[src/rtl/mips_cpu_sequencer.sv]
// Multicycle state sequencer for the MIPS-compatible CPU.
// Produces the state code consumed by mips_cpu_controller (0 halt, 1 fetch,
// 2 decode, 2+k exec stage k), with per-instruction exec length, Avalon
// waitrequest stalls, a HI/LO interlock and halt-on-jump-to-zero.
module mips_cpu_sequencer #(
   parameter int unsigned MAX_EXEC    = 2,
   parameter int unsigned MULT_CYCLES = 4,
   parameter int unsigned DIV_CYCLES  = 32,
   parameter int unsigned STATE_W     = $clog2(MAX_EXEC + 3),
   parameter int unsigned LEN_W       = $clog2(MAX_EXEC + 1)
) (
   input  logic               clk,
   input  logic               reset_n,
   input  logic               waitrequest,
   input  logic               mem_access,
   input  logic [LEN_W-1:0]   exec_len,
   input  logic               hilo_read,
   input  logic               muldiv_start,
   input  logic               muldiv_is_div,
   input  logic               pc_next_zero,
   output logic [STATE_W-1:0] state,
   output logic               active,
   output logic               stall,
   output logic               muldiv_busy,
   output logic               instr_done
);

   localparam logic [STATE_W-1:0] S_HALT   = STATE_W'(0);
   localparam logic [STATE_W-1:0] S_FETCH  = STATE_W'(1);
   localparam logic [STATE_W-1:0] S_DECODE = STATE_W'(2);
   localparam logic [STATE_W-1:0] S_EXEC1  = STATE_W'(3);
   localparam logic [STATE_W-1:0] S_LAST   = STATE_W'(MAX_EXEC + 2);

   localparam logic [LEN_W-1:0] LEN_ONE = LEN_W'(1);
   localparam logic [LEN_W-1:0] LEN_MAX = LEN_W'(MAX_EXEC);

   localparam int unsigned CNT_MAX = (DIV_CYCLES > MULT_CYCLES) ? DIV_CYCLES : MULT_CYCLES;
   localparam int unsigned CNT_W   = $clog2(CNT_MAX + 1);
   localparam logic [CNT_W-1:0] CNT_MULT = CNT_W'(MULT_CYCLES);
   localparam logic [CNT_W-1:0] CNT_DIV  = CNT_W'(DIV_CYCLES);

   logic [STATE_W-1:0] state_q, state_d;
   logic [LEN_W-1:0]   len_q, len_d;
   logic               hilo_q, hilo_d;
   logic [CNT_W-1:0]   cnt_q, cnt_d;

   logic               in_exec;
   logic               last_stage;
   logic               exec_first;
   logic [STATE_W-1:0] exec_idx;
   logic [LEN_W-1:0]   len_clamped;

   // Stage classification and the combinational stall / retire outputs.
   always_comb begin
      in_exec     = (state_q >= S_EXEC1) && (state_q <= S_LAST);
      exec_idx    = state_q - S_DECODE;
      exec_first  = in_exec && (state_q == S_EXEC1);
      last_stage  = in_exec && (exec_idx >= STATE_W'(len_q));
      muldiv_busy = (cnt_q != '0);
      stall       = 1'b0;
      if (state_q == S_FETCH) begin
         stall = waitrequest;
      end else if (in_exec) begin
         stall = (mem_access && waitrequest) || (exec_first && hilo_q && muldiv_busy);
      end
      instr_done = last_stage && !stall;
      active     = (state_q != S_HALT);
      state      = state_q;
   end

   // Clamp the decoded exec length into 1..MAX_EXEC.
   always_comb begin
      len_clamped = exec_len;
      if (exec_len == '0) begin
         len_clamped = LEN_ONE;
      end else if (exec_len > LEN_MAX) begin
         len_clamped = LEN_MAX;
      end
   end

   // Next-state selection; illegal codes fall into HALT.
   always_comb begin
      state_d = state_q;
      len_d   = len_q;
      hilo_d  = hilo_q;
      if (state_q == S_HALT) begin
         state_d = S_HALT;
      end else if (state_q == S_FETCH) begin
         if (!stall) begin
            state_d = S_DECODE;
         end
      end else if (state_q == S_DECODE) begin
         state_d = S_EXEC1;
         len_d   = len_clamped;
         hilo_d  = hilo_read;
      end else if (in_exec) begin
         if (!stall) begin
            if (last_stage) begin
               state_d = pc_next_zero ? S_HALT : S_FETCH;
            end else begin
               state_d = state_q + STATE_W'(1);
            end
         end
      end else begin
         state_d = S_HALT;
      end
   end

   // Mul/div busy counter: a start (exec stages only) reloads, else count down to zero.
   always_comb begin
      cnt_d = cnt_q;
      if (muldiv_start && in_exec) begin
         cnt_d = muldiv_is_div ? CNT_DIV : CNT_MULT;
      end else if (cnt_q != '0) begin
         cnt_d = cnt_q - CNT_W'(1);
      end
   end

   // State registers with asynchronous active-low reset.
   always_ff @(posedge clk or negedge reset_n) begin
      if (!reset_n) begin
         state_q <= S_FETCH;
         len_q   <= LEN_ONE;
         hilo_q  <= 1'b0;
         cnt_q   <= '0;
      end else begin
         state_q <= state_d;
         len_q   <= len_d;
         hilo_q  <= hilo_d;
         cnt_q   <= cnt_d;
      end
   end

endmodule

[config.mk]
export PLATFORM = sky130hd
export DESIGN_NAME = mips_cpu_sequencer
export DESIGN_NICKNAME = d
export VERILOG_FILES = /design/src/rtl/mips_cpu_sequencer.sv
export SDC_FILE = /design/constraint.sdc
export NUM_CORES = 1
export LEC_CHECK = 0
export BUFFER_PORTS_ARGS = -buffer_cell sky130_fd_sc_hd__buf_2
export CAP_MARGIN = 20
export CORE_UTILIZATION = 45
export DETAILED_ROUTE_END_ITERATION = 10
export HOLD_SLACK_MARGIN = 0.1
export PLACE_DENSITY_LB_ADDON = 0.12
export SYNTH_ARGS = -nofsm -noshare
export SYNTH_HDL_FRONTEND = slang
export SYNTH_SLANG_ARGS = --single-unit
[constraint.sdc]
create_clock -name clk -period 5.8 [get_ports clk]
set_input_delay 1.16 -clock clk [delete_from_list [all_inputs] [get_ports clk]]
set_output_delay 1.16 -clock clk [all_outputs]
set_load 0.1 [all_outputs]
==> impl_metrics.tcl <==
set metrics [dict create \
    status "finished, final reports clean" \
    ctsLongestPathBuffers 2 \
    synth_cell_types 29 \
    drt-pass1-iter-count 4 \
    die_x_um 46.1 \
    grt_overflow 0 \
    use_met2_pct 26.8 \
    post_cts_buffers 0 \
    synth_top_area_share_pct 28.7 \
    antenna_found_initial 0 \
    cp.arrival_ns 2.34 \
    numClockSinks 12 \
    core-area_um2 1760 \
    ctsHoldBuffers 0 \
    synthCells 96 \
    rows 15 \
    antenna_cells 0 \
    finalHoldViolations 0 \
    p_per_area_nw_per_um2 314 \
    yosysWarnings 0 \
    p_leak_nw 0.471 \
    synth-compound-area-share_pct 18.1 \
    crit-reg2reg-launch "state[0]$_DFFE_PN1P_" \
    grt_use_total_pct 17.9 \
    crit_type "flop to output pin" \
    yosys.area_share.simple_pct 23.4 \
    use_met3_pct 7.06 \
    die_y_um 46.1 \
    finalMaxSlewViolations 0 \
    synth_area_leader_cell "dfrtp_1" \
    wire_per_inst_um 11.9 \
    setup_violations 0 \
    reg2reg_to "state[0]$_DFFE_PN1P_" \
    h-tree-depth 1 \
    numCtsBuffers 3 \
    synth_fa_ha_area_share_pct 14.3 \
    start_util_pct 49.5 \
    grt_max_degree 13 \
    drc 0 \
    maxCapViolations 0 \
    reg2reg_setup_slack_ns 3.78 \
    critPathSlowestCell "dfstp_2" \
    busiest_layer "met2" \
    vias_per_cell 5.15 \
    ir_worst_vdd_uv 264 \
    tns_ns 0 \
    dp_hpwl_um 1300 \
    fmax_mhz 286 \
    synth-seq-area-share_pct 34.7 \
    antenna_left 0 \
    place_area_um2 980 \
    gp_congestion 0.807 \
    clk_pin_slew_worst_paths_ns 0.07 \
    hold_path_class "flop to flop" \
    clk_latency_ns 0.27 \
    post_cts_resized 0 \
    maxSlewHeadroom_pct 67.9 \
    area_growth_pct 16.3 \
    via_count 721 \
    cp-end-kind "output pin" \
    synth_xor_area_share_pct 4.01 \
    synthesis.nets 116 \
    grt_pass1_vias 627 \
    slowest_delay_ns 0.63 \
    nets 136 \
    crit_fanout 9 \
    pin_count 17 \
    postRouteWirelength_um 1670 \
    synthTopCellsByArea "dfrtp_1 29%, ha_1 14%, dfstp_2 6.0%" \
    critPathLaunchType "flop" \
    grtUsageMet1_pct 24.5 \
    worstMarginPinSlew_ns 0.485 \
    r2r_cells 7 \
    finClkSkew_ns 0.000561 \
    drt_iter0_drc 14 \
    synthMuxAreaShare_pct 2.58 \
    cts_tree "yes" \
    startpoint "state[0]$_DFFE_PN1P_" \
    final_cell_area_um2 1020 \
    rsz0062_at_grt "no" \
    synth.avg_cell_area_um2 9.10 \
    cts_root_buffer "clkbuf_4" \
    grt_pass1_wl_um 2640 \
    syn_area_um2 873 \
    fin_crit_sh_pct 60.3 \
    die-area_um2 2120 \
    drive_gt1_share_pct 26.1 \
    synth_seq_cells 12 \
    synth_top_family_by_area "simple AND/OR/NAND/NOR gates" \
    worstSetupEndpoint "instr_done" \
    portBuffers 15 \
    min_period_ns 3.50 \
    worstPathRequired_ns 4.64 \
    hold_depth 2 \
    path_cells "inv_1 -> ha_1 -> and2b_4 -> nor2_4 -> a21oi_1 -> o21ai_1 -> nor2_1 -> buf_2" \
]
## synthesized netlist by cell type
cell type / count
a211oi_2: 3
a21oi_1: 8
a311o_1: 1
and2_1: 3
and2b_1: 1
and2b_4: 1
and3_1: 1
dfrtp_1: 10
dfstp_2: 2
ha_1: 10
inv_1: 7
mux2_2: 2
nand2_1: 11
nand2b_1: 2
nand3_1: 4
nand3b_1: 1
nand4_1: 1
nor2_1: 9
nor2_4: 1
nor2b_1: 2
nor3_2: 1
nor4_1: 1
o21ai_0: 5
o21ai_1: 1
o221ai_2: 1
o22a_1: 2
o31ai_1: 1
xnor2_1: 3
xor2_1: 1
## worst min path at each step
stage                               from              endpoint  slack, ns
global placement    len_q[0]$_DFFE_PN1P_  len_q[0]$_DFFE_PN1P_       0.48
CTS                 len_q[0]$_DFFE_PN1P_  len_q[0]$_DFFE_PN1P_       0.49
finish              len_q[0]$_DFFE_PN1P_  len_q[0]$_DFFE_PN1P_       0.49
floorplan           len_q[0]$_DFFE_PN1P_  len_q[0]$_DFFE_PN1P_       0.46
global route        len_q[0]$_DFFE_PN1P_  len_q[0]$_DFFE_PN1P_       0.52
detailed placement  len_q[0]$_DFFE_PN1P_  len_q[0]$_DFFE_PN1P_       0.48
## critical path: cells and delay by family (launching register included)
kind	cells	cell delay, ns
simple gates	3	0.43
flops	1	0.63
compound gates	2	0.24
buf+inv	2	0.51
fa+ha+maj	1	0.25
## cell families after synthesis
| group | after synthesis |
|---|---|
| AOI/OAI and AO/OA | 22 |
| buffers and inverters | 7 |
| xor gates and xnor gates | 4 |
| adders and majority gates | 10 |
| and+or+nand+nor | 39 |
| DFF | 12 |
| muxes | 2 |
## per-layer routing
metal,wire (µm),share of wire (%)
met5,0,0
met4,6,0.36
met3,73,4.4
met2,709,42
met1,879,53
## sequential cells by signal (all words and copies together) (netlist names)
register  cells
cnt_q         6
hilo_q        1
len_q         2
state         3
## through the flow
stage          hold slack [ns]  std cells  worst slack [ns]  power (mW)  utilization [%]
2_1_floorplan            0.463         96             0.503       0.228                -
5_1_grt                  0.520        140              2.07       0.343             57.6
6_report                 0.490        140              2.30       0.319             57.6
3_5_place_dp             0.480        136              2.60       0.254             55.5
4_1_cts                  0.492        140              2.28       0.322             57.6
3_3_place_gp             0.478        136              2.61       0.248             55.5
## area by class of cell
cell class	instances	area [µm²]
Tap cell	25	31.3
Timing Repair Buffer	15	75.1
Fill cell	187	748
Multi-Input combinational cell	77	544
Sequential cell	12	303
Clock buffer	4	36.3
Inverter	7	26.3
## power breakdown
part / internal [mW] / switching (mW)
Clock: 0.0382 / 0.0282
Sequential: 0.112 / 0.0279
Combinational: 0.0544 / 0.0577
Total: 0.205 / 0.114
## cells in the final DEF (no fill, tap or decap), types with 2 or more instances in the layout
cell type	count
a211oi_2	3
xnor2_1	3
o22a_1	2
a21oi_1	8
and2_1	3
clkbuf_4	3
o21ai_1	2
nand3_1	4
dfrtp_1	10
inv_1	7
dfstp_2	2
nand2b_1	2
nor2_1	9
mux2_2	2
buf_2	15
nor2b_1	2
o21ai_0	4
ha_1	10
nand2_1	11
No activity file was read; power rests on OpenSTA's default activity.
